$ cat config.mk
export PLATFORM = sky130hd
export DESIGN_NAME = iter_div_unit
export DESIGN_NICKNAME = d
export VERILOG_FILES = /design/src/rtl/iter_div_unit.sv
export SDC_FILE = /design/constraint.sdc
export NUM_CORES = 1
export LEC_CHECK = 0
export CELL_PAD_IN_SITES_DETAIL_PLACEMENT = 1
export CELL_PAD_IN_SITES_GLOBAL_PLACEMENT = 2
export CORE_UTILIZATION = 34
export CTS_CLUSTER_SIZE = 30
export DETAILED_ROUTE_END_ITERATION = 8
export HOLD_SLACK_MARGIN = 0.08
export PLACE_DENSITY_LB_ADDON = 0.2
export SYNTH_ARGS = -nofsm -noshare
export SYNTH_HDL_FRONTEND = slang
export SYNTH_SLANG_ARGS = --single-unit
$ cat constraint.sdc
create_clock -name clk1 -period 3.5 [get_ports clk1]
set_clock_uncertainty 0.2 [all_clocks]
set_input_delay 0.7 -clock clk1 [delete_from_list [all_inputs] [get_ports clk1]]
set_output_delay 0.7 -clock clk1 [all_outputs]
set_load 0.02 [all_outputs]
$ cat src/rtl/iter_div_unit.sv
// Multi-cycle restoring divider for the EX-stage DIV opcode.
// One quotient bit per cycle, fixed latency of WIDTH+2 edges from the accepting edge.
module iter_div_unit #(
   parameter int WIDTH = 32,
   parameter int CNT_W = 6
) (
   input  logic             clk1,
   input  logic             reset,
   input  logic             start,
   input  logic             is_signed,
   input  logic [WIDTH-1:0] dividend,
   input  logic [WIDTH-1:0] divisor,
   output logic             busy,
   output logic             done,
   output logic [WIDTH-1:0] quotient,
   output logic [WIDTH-1:0] remainder,
   output logic             div_by_zero
);

   typedef enum logic [1:0] {S_IDLE, S_RUN, S_FIX} state_t;

   state_t           state_q, state_d;
   logic [CNT_W-1:0] cnt_q, cnt_d;
   logic [WIDTH-1:0] prem_q, prem_d;
   logic [WIDTH-1:0] dreg_q, dreg_d;
   logic [WIDTH-1:0] dvs_q, dvs_d;
   logic [WIDTH-1:0] raw_q, raw_d;
   logic             q_neg_q, q_neg_d;
   logic             r_neg_q, r_neg_d;
   logic             busy_q, busy_d;
   logic             done_q, done_d;
   logic             dz_q, dz_d;
   logic [WIDTH-1:0] quo_q, quo_d;
   logic [WIDTH-1:0] rem_q, rem_d;

   logic [WIDTH:0]   shifted;
   logic [WIDTH:0]   trial;
   logic             ge;

   always_comb begin
      shifted = {prem_q, dreg_q[WIDTH-1]};
      trial   = shifted - {1'b0, dvs_q};
      ge      = (shifted >= {1'b0, dvs_q});

      state_d = state_q;
      cnt_d   = cnt_q;
      prem_d  = prem_q;
      dreg_d  = dreg_q;
      dvs_d   = dvs_q;
      raw_d   = raw_q;
      q_neg_d = q_neg_q;
      r_neg_d = r_neg_q;
      done_d  = 1'b0;
      dz_d    = dz_q;
      quo_d   = quo_q;
      rem_d   = rem_q;

      case (state_q)
         S_IDLE: begin
            // The done cycle still counts as busy, so a start seen then is dropped.
            if (start && !done_q) begin
               raw_d   = dividend;
               dreg_d  = (is_signed && dividend[WIDTH-1]) ? -dividend : dividend;
               dvs_d   = (is_signed && divisor[WIDTH-1])  ? -divisor  : divisor;
               q_neg_d = is_signed & (dividend[WIDTH-1] ^ divisor[WIDTH-1]);
               r_neg_d = is_signed & dividend[WIDTH-1];
               prem_d  = '0;
               cnt_d   = '0;
               state_d = S_RUN;
            end
         end
         S_RUN: begin
            prem_d = ge ? trial[WIDTH-1:0] : shifted[WIDTH-1:0];
            dreg_d = {dreg_q[WIDTH-2:0], ge};
            cnt_d  = cnt_q + CNT_W'(1);
            if (cnt_q == CNT_W'(WIDTH-1))
               state_d = S_FIX;
         end
         S_FIX: begin
            // A zero magnitude only arises from a zero divisor.
            if (dvs_q == '0) begin
               quo_d = '1;
               rem_d = raw_q;
               dz_d  = 1'b1;
            end else begin
               quo_d = q_neg_q ? -dreg_q : dreg_q;
               rem_d = r_neg_q ? -prem_q : prem_q;
               dz_d  = 1'b0;
            end
            done_d  = 1'b1;
            state_d = S_IDLE;
         end
         default: state_d = S_IDLE;
      endcase

      busy_d = (state_d != S_IDLE) || done_d;
   end

   always_ff @(posedge clk1) begin
      if (reset) begin
         state_q <= S_IDLE;
         cnt_q   <= '0;
         prem_q  <= '0;
         dreg_q  <= '0;
         dvs_q   <= '0;
         raw_q   <= '0;
         q_neg_q <= 1'b0;
         r_neg_q <= 1'b0;
         busy_q  <= 1'b0;
         done_q  <= 1'b0;
         dz_q    <= 1'b0;
         quo_q   <= '0;
         rem_q   <= '0;
      end else begin
         state_q <= state_d;
         cnt_q   <= cnt_d;
         prem_q  <= prem_d;
         dreg_q  <= dreg_d;
         dvs_q   <= dvs_d;
         raw_q   <= raw_d;
         q_neg_q <= q_neg_d;
         r_neg_q <= r_neg_d;
         busy_q  <= busy_d;
         done_q  <= done_d;
         dz_q    <= dz_d;
         quo_q   <= quo_d;
         rem_q   <= rem_d;
      end
   end

   assign busy        = busy_q;
   assign done        = done_q;
   assign quotient    = quo_q;
   assign remainder   = rem_q;
   assign div_by_zero = dz_q;

endmodule

; ---- Word level (Yosys, flattened, before mapping)
; Cells that the tools add are included.
; W data, S select, Z words.
[totals]
regBits = 205
out_inout_bits = 67
[op_classes]
addsub = 6
magnitude_cmp = 1
n_eq_ne = 4
mux = 18
bitwise = 3
reduce_logical = 11
[op_table]
columns = operator, count
row1 = $mux W32, 9
row2 = $neg A32 Y32, 4
row3 = $pmux W32 S2, 2
row4 = $ge A33 B32 Y1, 1
row5 = $logic_not A32 Y1, 1
row6 = $sub A32 B32 Y32, 1
row7 = $pmux W6 S2, 1
row8 = $add A6 B1 Y6 const B, 1
row9 = $eq A6 B5 Y1 const B, 1
row10 = $mux W6, 1
row11 = $mux W2, 2
row12 = $pmux W2 S2, 1
row13 = $reduce_and A2 Y1, 2
row14 = $reduce_bool A2 Y1, 2
row15 = $logic_and A1 B1 Y1, 3
row16 = $and A1 B1 Y1, 2
row17 = $eq A2 B1 Y1 const B, 1
row18 = $eq A2 B2 Y1 const B, 1
row19 = $logic_not A2 Y1, 1
row20 = $mux W1, 2
row21 = $ne A2 B2 Y1 const B, 1
row22 = $logic_not A1 Y1, 1
row23 = $logic_or A1 B1 Y1, 1
row24 = $xor A1 B1 Y1, 1

; ---- Depth between registers and ports, before layout
; Gate-level depths: netlist of run 1.
[logic_depth]
depth_word = 6
ltp_mapped = 13

; ---- Worst setup path after synthesis of run 1
; No wires, ideal clock.
[synth_timing]
kind = input to register
from = input dividend[2]
to = register dreg_q[29]
setup_ps = 70
t_arrival_ps = 2889
required_time_ps = 3230
setup_slack_ps = 341
stages = 9
path_buffers = 1
cell_sequence = buf_6 > or4_4 > or4_4 > nor3_4 > and3b_4 > nand2_2 > nor3_1 > mux2_2 > a21oi_1
[synth_via]
elab_chain_cells = 4
[synth_lines]
columns = item, line_no
row1 = from (decl), 11  ; input logic [WIDTH-1:0] dividend,
row2 = $neg A32 Y32, 63  ; dreg_d = (is_signed && dividend[WIDTH-1]) ? -dividend : dividend;
row3 = $mux W32, 63
row4 = $mux W32, 61  ; if (start && !done_q) begin
row5 = $pmux W32 S2, 58  ; case (state_q)
row6 = to (signal assigned), 118  ; dreg_q <= dreg_d;
row7 = to (decl), 25  ; logic [WIDTH-1:0] dreg_q, dreg_d;
; No other way between the ends. The select of a mux whose other input is x is not followed.
; A chain may end at the register's enable or synchronous reset.

; ---- Worst setup path after layout of run 1
[layout_timing]
from = register prem_q[5]
to = register rem_q[29] (netlist: remainder[29])
[layout_via]
elab_chain_cells = 3
[layout_lines]
columns = item, line_no
row1 = from (decl), 24  ; logic [WIDTH-1:0] prem_q, prem_d;
row2 = from (signal assigned), 117  ; prem_q <= prem_d;
row3 = $neg A32 Y32, 87  ; rem_d = r_neg_q ? -prem_q : prem_q;
row4 = $mux W32, 87
row5 = $mux W32, 81  ; if (dvs_q == '0) begin
row6 = to (signal assigned), 127  ; rem_q <= rem_d;
row7 = to (decl), 34  ; logic [WIDTH-1:0] rem_q, rem_d;
; No other way between the ends.

==> flow_summary_export.csv, run 1 <==
group,metric,value,unit
clocking,cts-root-buf,"clkbuf_16",
floorplan,start_util,34.7,%
setup_path,path_class,"register to register",
pwr,p_leak,5.63,nW
hold_path,hold_start,"remainder[4]$_SDFFE_PP0P_",
floorplan,top_level_ports,135,
synthesis,synthTopCellsByArea,"dfxtp_1 34%, a21oi_1 6.6%, nand2_1 6.2%, xor2_1 6.1%, nor2_1 5.1%",
global_route,grt_usage,23.6,%
synthesis,synth_flop_cell,"dfxtp_1",
hold_path,hp-class,"register to register",
pwr,power_density,441,nW/µm²
synthesis,synth_edf_count,0,
floorplan,die_area,36200,µm²
setup_path,cp_data_arrival_time,3.48,ns
setup_path,crit_path_max_fanout,7,
global_route,grt_max_degree,121,
pwr,peakVddDrop,0.338,mV
synthesis,syn_nets,1653,
clocking,htree_levels,1,
synthesis,async_flop_share,0,%
setup_path,reg2reg_depth,8,
floorplan,die_y,190,µm
clocking,cts_tree,"built",
floorplan,num_rows,68,
floorplan,fp.coreArea,34700,µm²
synthesis,ys_seq_area_share,34.1,%
final_layout,syn_to_final_growth,25.1,%
synthesis,yosys-top-cells-count,"205 x dfxtp_1, 198 x nand2_1, 164 x nor2_1, 159 x a21oi_1, 94 x clkbuf_1",
flow_run,drv_cap,0,
detailed_routing,vias_per_cell,5.52,
synthesis,ys_warn_count,0,
final_layout,fin_cells,2152,
timing,finalHoldViolations,0,
timing,setup_viol,0,
clocking,path_clk_slew,0.06,ns
setup_path,reg2reg_slack,0.29,ns
global_route,grt_overflow,0,
detailed_routing,vias,11882,
final_layout,fin_area,15100,µm²
setup_path,startpoint,"prem_q[5]$_SDFFE_PP0P_",
setup_path,worstPathRequired,3.77,ns
synthesis,ys_ff_latch,205,
timing,drv_slew,0,
final_layout,multi_input_area,7380,µm²
clocking,cts_buffers,26,
run_status,outcome,"complete, no violations",
timing,setup_tns,0,ns
floorplan,die_w,190,µm
detailed_routing,wire_per_inst,20.0,µm
clocking,holdBufCountCts,0,
clocking,post-cts-setup-buffer-count,0,
final_layout,num_antenna_cells,0,
synthesis,syn_area,12000,µm²
clocking,clock-sinks,205,
detailed_routing,wl,42900,µm
final_layout,fillCellCount,4189,
timing,fin_crit,3.21,ns
timing,rsz0062_at_grt,"false",
timing,fin_crit_sh,91.8,%
detailed_routing,drc,0,
placement,place_area,14200,µm²
final_layout,ff_latch_area,4100,µm²
synthesis,synth_cells,1547,
timing,fmax,0.311,GHz
setup_path,r2r-start,"prem_q[5]$_SDFFE_PP0P_",
synthesis,yosysTopAreaCell,"dfxtp_1",
detailed_routing,ant_nets,0,
global_route,antenna_found_initial,0,
clocking,cts_resized,0,
synthesis,netlist-cell-type-count,71,
final_layout,utilization,43.4,%
synthesis,yosysMostFrequentCell,"dfxtp_1",
setup_path,crit_end,"remainder[29]$_SDFFE_PP0P_",
synthesis,avgSynthCellArea,7.78,µm²
timing,relSlewSlack,22.1,%
clocking,clock_path_buffers,3,
global_route,grt_pass1_wl,67600,µm
placement,place.gp.congestion,0.884,
final_layout,layout-drive-gt1-share,8.49,%
synthesis,synth_top_cell_area_share,34.1,%
setup_path,worstSetupEndpointType,"register",
placement,dp_slack,-0.140,ns
placement,hpwl,32600,µm
placement,dp_cells,2105,
setup_path,r2r_end,"remainder[29]$_SDFFE_PP0P_",
setup_path,startpoint_type,"register",
placement,port_buffers,134,
hold_path,min_path_cells,2,
timing,fin_ws,0.287,ns
global_route,first_global_vias,12071,
detailed_routing,dr.first_iter.drc_count,589,
final_layout,nNetsFinal,1784,
clocking,worstSkewPairLatency,0.54,ns
detailed_routing,dr.pass1.iters,4,
timing,max_slew.worst_pin.slew,1.17,ns
-- worst min-delay path by stage --
stage                                      to  slack [ns]
finish              remainder[4]$_SDFFE_PP0P_        0.26
global route            cnt_q[5]$_SDFFE_PP0P_        0.25
CTS                           done$_SDFF_PP0_        0.24
detailed placement      raw_q[5]$_SDFFE_PP0P_        0.25
global placement        raw_q[2]$_SDFFE_PP0P_        0.24
floorplan               raw_q[0]$_SDFFE_PP0P_        0.24
-- area by class of cell --
type | count | share of cell area [%]
Clock buffer | 37 | 5.00
Clock inverter | 10 | 0.914
Inverter | 50 | 1.25
Multi-Input combinational cell | 1190 | 49.0
Sequential cell | 205 | 27.3
Tap cell | 455 | 3.78
Timing Repair Buffer | 205 | 12.8
-- power breakdown --
part           switching, mW  internal [mW]
Sequential             0.120           2.43
Clock                   1.09           1.72
Combinational          0.762          0.511
-- through the flow --
stage	power [mW]	hold WS (ns)
floorplan	3.38	0.236
global placement	3.85	0.242
detailed placement	3.88	0.250
CTS	6.70	0.241
global route	6.95	0.253
finish	6.64	0.256
-- logic make-up after synthesis --
group / Yosys count / synth area share (%)
flops: 205 / 34.1
xor+xnor: 136 / 9.90
buf+inv: 152 / 4.85
compound gates: 477 / 25.4
mux: 23 / 1.95
fa+ha+maj: 38 / 4.01
simple gates: 516 / 19.8
-- flip-flops by register name, summed over array words and instances, names as in the netlist --
register	flops
dreg_q	32
dvs_q	32
prem_q	32
quotient	32
raw_q	32
remainder	32
cnt_q	6
state_q	2
busy	1
div_by_zero	1
done	1
q_neg_q	1
r_neg_q	1
-- cells in the final DEF (no fill, tap or decap), types with 13 or more instances in the layout --
master | synthesis | layout
dfxtp_1 | 205 | 205
nand2_1 | 198 | 198
nor2_1 | 164 | 162
a21oi_1 | 159 | 159
clkdlybuf4s50_1 | 0 | 133
xor2_1 | 84 | 84
o21ai_0 | 80 | 79
buf_4 | 1 | 67
a211oi_1 | 60 | 60
xnor2_1 | 52 | 52
inv_1 | 50 | 50
ha_1 | 37 | 37
o31ai_1 | 31 | 31
a22oi_1 | 29 | 29
clkbuf_16 | 0 | 27
nor4_1 | 21 | 21
or3_1 | 20 | 20
nor3_1 | 19 | 19
a311oi_1 | 19 | 19
mux2i_1 | 19 | 19
nand3_1 | 17 | 17
o211ai_1 | 17 | 17
nand4_1 | 15 | 15
a32oi_1 | 13 | 13
-- worst max-delay path: stages (launching register included) --
cell and delay [ns]:
dfxtp_1 0.40, or4_1 0.64, nor4_1 0.40, nand4_1 0.27, or3_1 0.41, and3_1 0.19
o21ai_0 0.29, o211ai_1 0.19, a21oi_1 0.15
-- metal layers --
metal	up-vias	GRT usage, %	wire length, µm
li1	5844	-	-
met1	5796	30.8	19600
met2	191	40.9	20700
met3	51	2.32	1460
met4	0	7.29	1160
met5	-	0	0
Note: power is estimated with default switching activity, not from simulation.
==> run 2, diff against run 1 <==
Settings changed: CAP_MARGIN set to 20, PLACE_DENSITY_LB_ADDON 0.2 to 0.1, SLEW_MARGIN set to 20.
==> run 2 against run 1 <==
  * Combinational power hardly changed
  * Non-clock buffer count grew 4
  * Sequential power about the same
  * Maximum frequency is 3.7% lower
  * Critical endpoint is now prem_q[24]$_SDFFE_PP0P_
  * Final area up 0.46%
  * Critical path depth up 3
  * Highest routed layer unchanged
==> flow_summary_export.csv, run 2 (synthesis gave the netlist of run 1 again) <==
group,metric,value,unit
clocking,clock-sinks,205,
placement,hpwl,32800,µm
timing,setup_viol,0,
floorplan,die_w,190,µm
timing,relSlewSlack,31.2,%
clocking,cts_buffers,26,
timing,rsz0062_at_grt,"false",
detailed_routing,wire_per_inst,20.1,µm
placement,port_buffers,134,
timing,fin_ws,0.163,ns
setup_path,cp_data_arrival_time,3.59,ns
floorplan,start_util,34.7,%
floorplan,fp.coreArea,34700,µm²
setup_path,cpMostUsedCell,"o211ai_1",
final_layout,utilization,43.6,%
detailed_routing,wl,43300,µm
global_route,grt_pass1_wl,66600,µm
timing,fmax,0.300,GHz
setup_path,worstSetupEndpointType,"register",
clocking,path_clk_slew,0.06,ns
setup_path,path_class,"register to register",
final_layout,num_antenna_cells,0,
floorplan,num_rows,68,
timing,fin_crit_sh,95.4,%
placement,place.gp.congestion,0.874,
hold_path,hp-class,"register to register",
setup_path,critical-path-max-stage-delay,0.42,ns
final_layout,syn_to_final_growth,25.6,%
clocking,post-cts-setup-buffer-count,0,
run_status,outcome,"complete, no violations",
clocking,cts_tree,"built",
timing,drv_slew,0,
pwr,peakVddDrop,0.296,mV
global_route,grt_overflow,0,
detailed_routing,drc,0,
setup_path,worstPathRequired,3.76,ns
timing,fin_crit,3.34,ns
detailed_routing,dr.first_iter.drc_count,463,
setup_path,r2r-start,"dvs_q[0]$_SDFFE_PP0P_",
final_layout,fillCellCount,4217,
detailed_routing,dr.pass1.iters,5,
setup_path,slowest_stage,"a221oi_1",
final_layout,layout-drive-gt1-share,8.83,%
timing,finalHoldViolations,0,
timing,max_slew.worst_pin.slew,1.03,ns
detailed_routing,vias,11840,
global_route,grt_usage,23.4,%
floorplan,top_level_ports,135,
clocking,worstSkewPairLatency,0.54,ns
setup_path,crit_path_max_fanout,3,
flow_run,drv_cap,0,
clocking,clock_path_buffers,3,
floorplan,die_area,36200,µm²
global_route,antenna_found_initial,0,
setup_path,startpoint_type,"register",
clocking,htree_levels,1,
hold_path,hold_start,"remainder[4]$_SDFFE_PP0P_",
pwr,power_density,443,nW/µm²
global_route,first_global_vias,11713,
placement,dp_slack,-0.115,ns
pwr,p_leak,5.67,nW
final_layout,nNetsFinal,1788,
detailed_routing,vias_per_cell,5.50,
clocking,holdBufCountCts,0,
final_layout,layout.cells.most_common_list,"205 x dfxtp_1, 198 x nand2_1, 162 x nor2_1, 159 x a21oi_1, 133 x clkdlybuf4s50_1",
clocking,cts-root-buf,"clkbuf_16",
setup_path,crit_chain,"ha_1, inv_1, fa_1, a21o_1, a221oi_1, o211ai_1, and2_1, a221o_1, nand2b_1, mux2_2, o211ai_1",
floorplan,die_y,190,µm
setup_path,startpoint,"dvs_q[0]$_SDFFE_PP0P_",
final_layout,final_common_cell,"dfxtp_1",
detailed_routing,ant_nets,0,
global_route,grt_max_degree,102,
## run 2: changes by cell type in the layout (fill, tap and decap cells not counted), sizes merged
cell,before,now
buf,72,76
bufinv,3,4
clkbuf,37,35
inv,52,50
## run 2: power breakdown
part / total [mW] / leakage, nW / switching [mW] / internal, mW
combinational: 1.28 / 3.56 / 0.761 / 0.520
clock: 2.87 / 0.441 / 1.08 / 1.79
sequential: 2.56 / 1.67 / 0.123 / 2.43
## run 2: critical path: cells and delay by family, from the launching register on
kind / cells / cell delay [ns]
DFF: 1 / 0.37
muxes: 1 / 0.33
adders and majority gates: 2 / 0.60
AOI/OAI and AO/OA: 5 / 1.38
and+or+nand+nor: 2 / 0.33
buffers and inverters: 1 / 0.05
## run 2: final timing paths
path,to,slack [ns],cells past startpoint
worst min register to register,remainder[4]$_SDFFE_PP0P_,0.25,2
worst max-delay path,prem_q[24]$_SDFFE_PP0P_,0.16,11
worst min-delay path,remainder[4]$_SDFFE_PP0P_,0.25,2
worst max register to register,prem_q[24]$_SDFFE_PP0P_,0.16,11
## run 2: area by class of cell
cell class                 instances  area, µm²  share of cell area [%]
multi-input combinational       1190       7390                    48.9
clock inverter                     9        150                   0.993
inverter                          50        188                    1.24
sequential                       205       4100                    27.1
timing repair buffer             209       1970                    13.0
tap                              455        569                    3.76
clock buffer                      35        756                    5.00
## run 2: per-stage QoR
stage	setup TNS [ns]	power (mW)	std cells	cell area, µm²	hold slack, ns
after floorplan	0	3.38	1547	12000	0.236
after global placement	-0.168	3.86	2109	14200	0.243
after detailed placement	-0.217	3.89	2109	14200	0.247
after CTS	0	6.78	2153	15100	0.256
after global routing	0	6.99	2153	15100	0.273
final	0	6.70	2153	15100	0.253
## run 2: metal layers
layer	vias to the layer above	share of wire (%)	GRT usage, %
li1	5843	-	-
met1	5768	47	31.1
met2	176	48	40.6
met3	53	3.3	2.40
met4	0	2.0	5.29
met5	-	0	0
## run 2: timing repair
action	CTS	global route
endpoints found under the hold margin	0	0
endpoints found under the setup margin	0	4
gates resized for setup	0	2
